===== src/rtl/deinterleaver.sv =====
// -----------------------------------------------------------------------------
// deinterleaver
// Ping-pong block deinterleaver for OFDM coded bits. Received hard bits are
// written in arrival order into one of two Ncbps-bit banks; a completed bank
// is read back in original FEC order through the interleaver permutation j(k)
// while the other bank fills.
//
// Optional feature (macro DEINTERLEAVER_INDEX_OUT_EN): adds output
// data_out_index carrying the FEC-order index k of the bit on data_out.
//
// Ports
//   clk                 : clock, rising edge
//   reset               : asynchronous active-high reset
//   data_in             : received hard bit, arrival order
//   valid_demod         : data_in valid
//   ready_deinterleaver : block can accept data_in this cycle
//   data_out            : deinterleaved bit, original FEC order
//   valid_deinterleaver : data_out valid
//   data_out_index      : FEC index of data_out (DEINTERLEAVER_INDEX_OUT_EN only)
//   ready_fec_dec       : downstream decoder accepts data_out
// -----------------------------------------------------------------------------
module deinterleaver #(
    parameter int unsigned Ncbps = 192,
    parameter int unsigned Ncpc  = 2,
    parameter int unsigned s     = Ncpc / 2,
    parameter int unsigned d     = 16
) (
    input  logic                     clk,
    input  logic                     reset,
    input  logic                     data_in,
    input  logic                     valid_demod,
    output logic                     ready_deinterleaver,
    output logic                     data_out,
    output logic                     valid_deinterleaver,
`ifdef DEINTERLEAVER_INDEX_OUT_EN
    output logic [$clog2(Ncbps)-1:0] data_out_index,
`endif
    input  logic                     ready_fec_dec
);

    localparam int unsigned W    = $clog2(Ncbps);
    localparam int unsigned ROWS = Ncbps / d;
    localparam int unsigned STEP = (s == 0) ? 1 : s;
    localparam logic [W-1:0] LAST = W'(Ncbps - 1);

    // Bank states
    localparam logic [1:0] EMPTY   = 2'd0;
    localparam logic [1:0] FILLING = 2'd1;
    localparam logic [1:0] FULL    = 2'd2;

    logic [1:0][Ncbps-1:0] mem;
    logic [1:0][1:0]       bank_state, bank_state_n;
    logic [W-1:0]          wr_cnt, wr_cnt_n;
    logic [W-1:0]          rd_cnt, rd_cnt_n;
    logic                  wr_bank, wr_bank_n;
    logic                  rd_bank, rd_bank_n;
    logic                  data_out_n;
    logic                  valid_n;
`ifdef DEINTERLEAVER_INDEX_OUT_EN
    logic [W-1:0]          index_n;
`endif

    logic                  wr_fire;
    logic                  rd_load;
    logic [31:0]           k_w;
    logic [31:0]           m_w;
    logic [W-1:0]          rd_addr;

    assign ready_deinterleaver = (bank_state[wr_bank] != FULL);
    assign wr_fire = valid_demod & ready_deinterleaver;
    assign rd_load = (bank_state[rd_bank] == FULL) & (~valid_deinterleaver | ready_fec_dec);

    // Read address j(k); 32-bit intermediates keep d*m from overflowing
    always_comb begin
        k_w     = 32'(rd_cnt);
        m_w     = ROWS * (k_w % d) + (k_w / d);
        rd_addr = W'(STEP * (m_w / STEP) + ((m_w + Ncbps - ((d * m_w) / Ncbps)) % STEP));
    end

    // Bank storage, not reset: contents are only trusted once a bank is FULL
    always_ff @(posedge clk) begin
        if (wr_fire) begin
            mem[wr_bank][wr_cnt] <= data_in;
        end
    end

    // Next-state logic for counters, bank states and output register.
    // A bank finishing its write and the other finishing its read in the same
    // cycle touch different bank_state entries, so both updates land.
    always_comb begin
        wr_cnt_n     = wr_cnt;
        wr_bank_n    = wr_bank;
        rd_cnt_n     = rd_cnt;
        rd_bank_n    = rd_bank;
        bank_state_n = bank_state;
        data_out_n   = data_out;
        valid_n      = valid_deinterleaver;
`ifdef DEINTERLEAVER_INDEX_OUT_EN
        index_n      = data_out_index;
`endif

        if (wr_fire) begin
            if (wr_cnt == LAST) begin
                wr_cnt_n              = '0;
                bank_state_n[wr_bank] = FULL;
                wr_bank_n             = ~wr_bank;
            end else begin
                wr_cnt_n              = W'(wr_cnt + 1'b1);
                bank_state_n[wr_bank] = FILLING;
            end
        end

        if (rd_load) begin
            data_out_n = mem[rd_bank][rd_addr];
            valid_n    = 1'b1;
`ifdef DEINTERLEAVER_INDEX_OUT_EN
            index_n    = rd_cnt;
`endif
            if (rd_cnt == LAST) begin
                rd_cnt_n              = '0;
                bank_state_n[rd_bank] = EMPTY;
                rd_bank_n             = ~rd_bank;
            end else begin
                rd_cnt_n              = W'(rd_cnt + 1'b1);
            end
        end else if (valid_deinterleaver && ready_fec_dec) begin
            valid_n = 1'b0;
        end
    end

    // State register
    always_ff @(posedge clk or posedge reset) begin
        if (reset) begin
            wr_cnt              <= '0;
            wr_bank             <= 1'b0;
            rd_cnt              <= '0;
            rd_bank             <= 1'b0;
            bank_state          <= {EMPTY, EMPTY};
            data_out            <= 1'b0;
            valid_deinterleaver <= 1'b0;
`ifdef DEINTERLEAVER_INDEX_OUT_EN
            data_out_index      <= '0;
`endif
        end else begin
            wr_cnt              <= wr_cnt_n;
            wr_bank             <= wr_bank_n;
            rd_cnt              <= rd_cnt_n;
            rd_bank             <= rd_bank_n;
            bank_state          <= bank_state_n;
            data_out            <= data_out_n;
            valid_deinterleaver <= valid_n;
`ifdef DEINTERLEAVER_INDEX_OUT_EN
            data_out_index      <= index_n;
`endif
        end
    end

endmodule

===== config.mk =====
export PLATFORM = sky130hd
export DESIGN_NAME = deinterleaver
export DESIGN_NICKNAME = d
export VERILOG_FILES = /design/src/rtl/deinterleaver.sv
export SDC_FILE = /design/constraint.sdc
export NUM_CORES = 1
export LEC_CHECK = 0
export ABC_AREA = 0
export BUFFER_PORTS_ARGS = -buffer_cell sky130_fd_sc_hd__clkbuf_2
export CAP_MARGIN = 40
export CORE_ASPECT_RATIO = 1.4
export CORE_MARGIN = 2
export CORE_UTILIZATION = 61
export DETAILED_ROUTE_END_ITERATION = 7
export PLACE_DENSITY = 0.77
export SYNTH_ARGS = -nofsm -noshare
export SYNTH_HDL_FRONTEND = slang
export SYNTH_SLANG_ARGS = --single-unit

===== constraint.sdc =====
create_clock -name clk -period 3.7 [get_ports clk]
set_input_delay 0.185 -clock clk [delete_from_list [all_inputs] [get_ports clk]]
set_output_delay 0.185 -clock clk [all_outputs]
set_load 0.005 [all_outputs]

==> results.json <==
{
  "antenna_found_initial": 1,
  "cp_cell_sequence": "ha_1 > fa_1 > buf_4 > o211ai_1 > a2111oi_0 > o31ai_1 > o2111ai_1 > nand3_1",
  "die_y_um": 209,
  "dieArea_um2": 31500,
  "fp.coreArea_um2": 29700,
  "async_reset_ff_frac": 0.0588,
  "numCtsBuffers": 36,
  "gp_congestion": 0.952,
  "p_per_area_nw_per_um2": 467,
  "syn-num-nets": 1390,
  "tritoncts": "built",
  "outcome": "complete, no violations",
  "cts_setup_buffers": 0,
  "crit_path_max_incr_delay_ns": 0.73,
  "yosysWarnings": 0,
  "setup_tns_ns": 0,
  "finClkSkew_ns": 0.0130,
  "port_buffers": 7,
  "report.final.slew_viol_count": 0,
  "worstMarginPinSlew_ns": 0.970,
  "antenna_left": 0,
  "endpoint_kind": "flip-flop",
  "dp_hpwl_um": 27500,
  "synth_edf_count": 384,
  "crit_required_ns": 4.10,
  "slew_headroom": 0.352,
  "slowest_stage": "a2111oi_0",
  "fmax_ghz": 0.305,
  "ys_ff_latch": 408,
  "die_x_um": 151,
  "fin_crit_sh": 0.887,
  "vias": 11300,
  "path_clk_slew_ns": 0.07,
  "routedWlPerCell_um": 24.4,
  "syn-cell-area_um2": 18300,
  "syn2layout_area_growth_pct": 8.32,
  "nets": 1377,
  "yosysUniqueCellTypes": 62,
  "start_util": 0.616,
  "max-cap-violations": 0,
  "worst_setup_path_start_kind": "flip-flop",
  "cts_htree_levels": 2,
  "vias_per_cell": 6.42,
  "grt.total_usage": 0.283,
  "cts.path.max_buffers": 3,
  "insertion_delay_ns": 0.53,
  "fin_crit_ns": 3.28,
  "dp_cells": 1704,
  "p_leak_uw": 0.00590,
  "drc": 0,
  "crit_type": "reg -> reg",
  "grt_max_degree": 162,
  "grt.overflow.total": 0,
  "worstPathMaxFanout": 20,
  "synth_area_per_cell_um2": 13.4,
  "post-route-util": 0.668,
  "post_layout_nonfiller_instances": 1768,
  "dpl-instance-area_um2": 18800,
  "final_cell_mix": "nor2_1, edfxtp_1, mux4_2",
  "final_common_cell": "nor2_1",
  "grt_pass1_wl_um": 65900,
  "hold_violations": 0,
  "grt_pass1_vias": 11300,
  "drive_above_1_share": 0.132,
  "hold_ws_ns": 0.0400,
  "num_rows": 75,
  "ys_seq_area_frac": 0.662,
  "setup_violations": 0,
  "design_area_um2": 19900,
  "ir_drop_mv": 0.382,
  "cts_root_buffer": "clkbuf_16",
  "pin_count": 8,
  "hold_class": "in -> reg",
  "first_pass_iters": 5,
  "cp.arrival_ns": 3.69,
  "rsz0062_at_grt": "no",
  "syn_inst": 1372,
  "synth_ff_type": "edfxtp_1",
  "routed_wl_um": 43100,
  "drt_iter0_drc": 1201,
  "cts.sinks": 408
}
-- routing by layer --
layer  vias to the layer above  track usage  share of wire
met5                         -            0              0
met4                         0        0.119          0.043
met3                       100       0.0384          0.067
met2                       507        0.479           0.52
met1                      5735        0.368           0.37
li1                       5007            -              -
-- state kept, by name, summed over array words and instances, names as in the netlist --
signal,cells
data_out,1
mem,384
valid_deinterleaver,1
wr_cnt,8
wr_bank,1
rd_cnt,8
bank_state,4
rd_bank,1
-- per-stage QoR --
step	worst slack (ns)	total power [uW]
6_report	0.419	9270
5_1_grt	0.243	9500
4_1_cts	0.541	9300
3_5_place_dp	0.566	5920
3_3_place_gp	0.634	5890
2_1_floorplan	0.862	5560
-- cells in the mapped netlist, types with 7 or more instances --
master,number,area share
nor2_1,405,0.083
nand2b_1,11,0.0038
edfxtp_1,384,0.63
a21oi_1,17,0.0046
o21ai_0,10,0.0027
a22oi_1,19,0.0078
o211ai_1,8,0.0033
mux4_2,75,0.092
mux2_1,8,0.0049
buf_4,7,0.0029
ha_1,11,0.0075
nor2b_1,19,0.0065
nand3_1,29,0.0079
buf_2,15,0.0041
nand2_1,74,0.015
dfrtp_1,24,0.033
clkbuf_1,79,0.016
inv_1,10,0.0020
nor3_1,12,0.0033
o22ai_1,7,0.0024
mux2i_1,32,0.017
-- cells by family (layout without fill, tap and decap cells) --
family	Yosys count	count (layout)	synth area share
and+or+nand+nor	588	588	0.134
DFF	408	408	0.662
muxes	120	120	0.118
buffers and inverters	119	129	0.0280
AOI/OAI and AO/OA	116	116	0.0453
adders and majority gates	13	13	0.00969
xor gates and xnor gates	8	8	0.00382
other	0	1	0
-- worst paths after layout --
kind                               start                  end  slack (ns)  cells past startpoint
setup / recovery               rd_cnt[0]             data_out        0.42                      8
hold / removal             ready_fec_dec  valid_deinterleaver        0.04                      3
setup reg to reg               rd_cnt[0]             data_out        0.42                      8
hold reg to reg            bank_state[2]        bank_state[2]        0.52                      2
max in group asynchronous          reset              rd_bank        3.12                      4
min in group asynchronous          reset  valid_deinterleaver        0.14                      3
-- power breakdown --
part	leakage (uW)	total [uW]	switching (uW)	internal, uW
combinational	0.00168	708	585	123
sequential	0.00372	5140	59.0	5080
clock	0.000502	3430	1570	1860
-- layout make-up --
class	count	area, um^2
tap	385	482
inverter	12	45.0
clock buffer	51	988
fill	2053	9880
antenna	1	2.50
sequential	408	12100
multi-input combinational	845	5690
clock inverter	10	46.3
timing repair buffer	56	469
-- what timing repair did --
action	CTS	global route
resized for setup	0	0
endpoints found under the hold margin	25	0
hold buffers	2	0
-- worst max-delay path, delay by kind of cell (launching register included) --
| kind | cells | cell delay, ns |
|---|---|---|
| buffers and inverters | 1 | 0.33 |
| AOI/OAI and AO/OA | 4 | 1.24 |
| and+or+nand+nor | 1 | 0.10 |
| adders and majority gates | 2 | 1.06 |
| DFF | 1 | 0.42 |
Note: power is estimated with default switching activity, not from simulation.
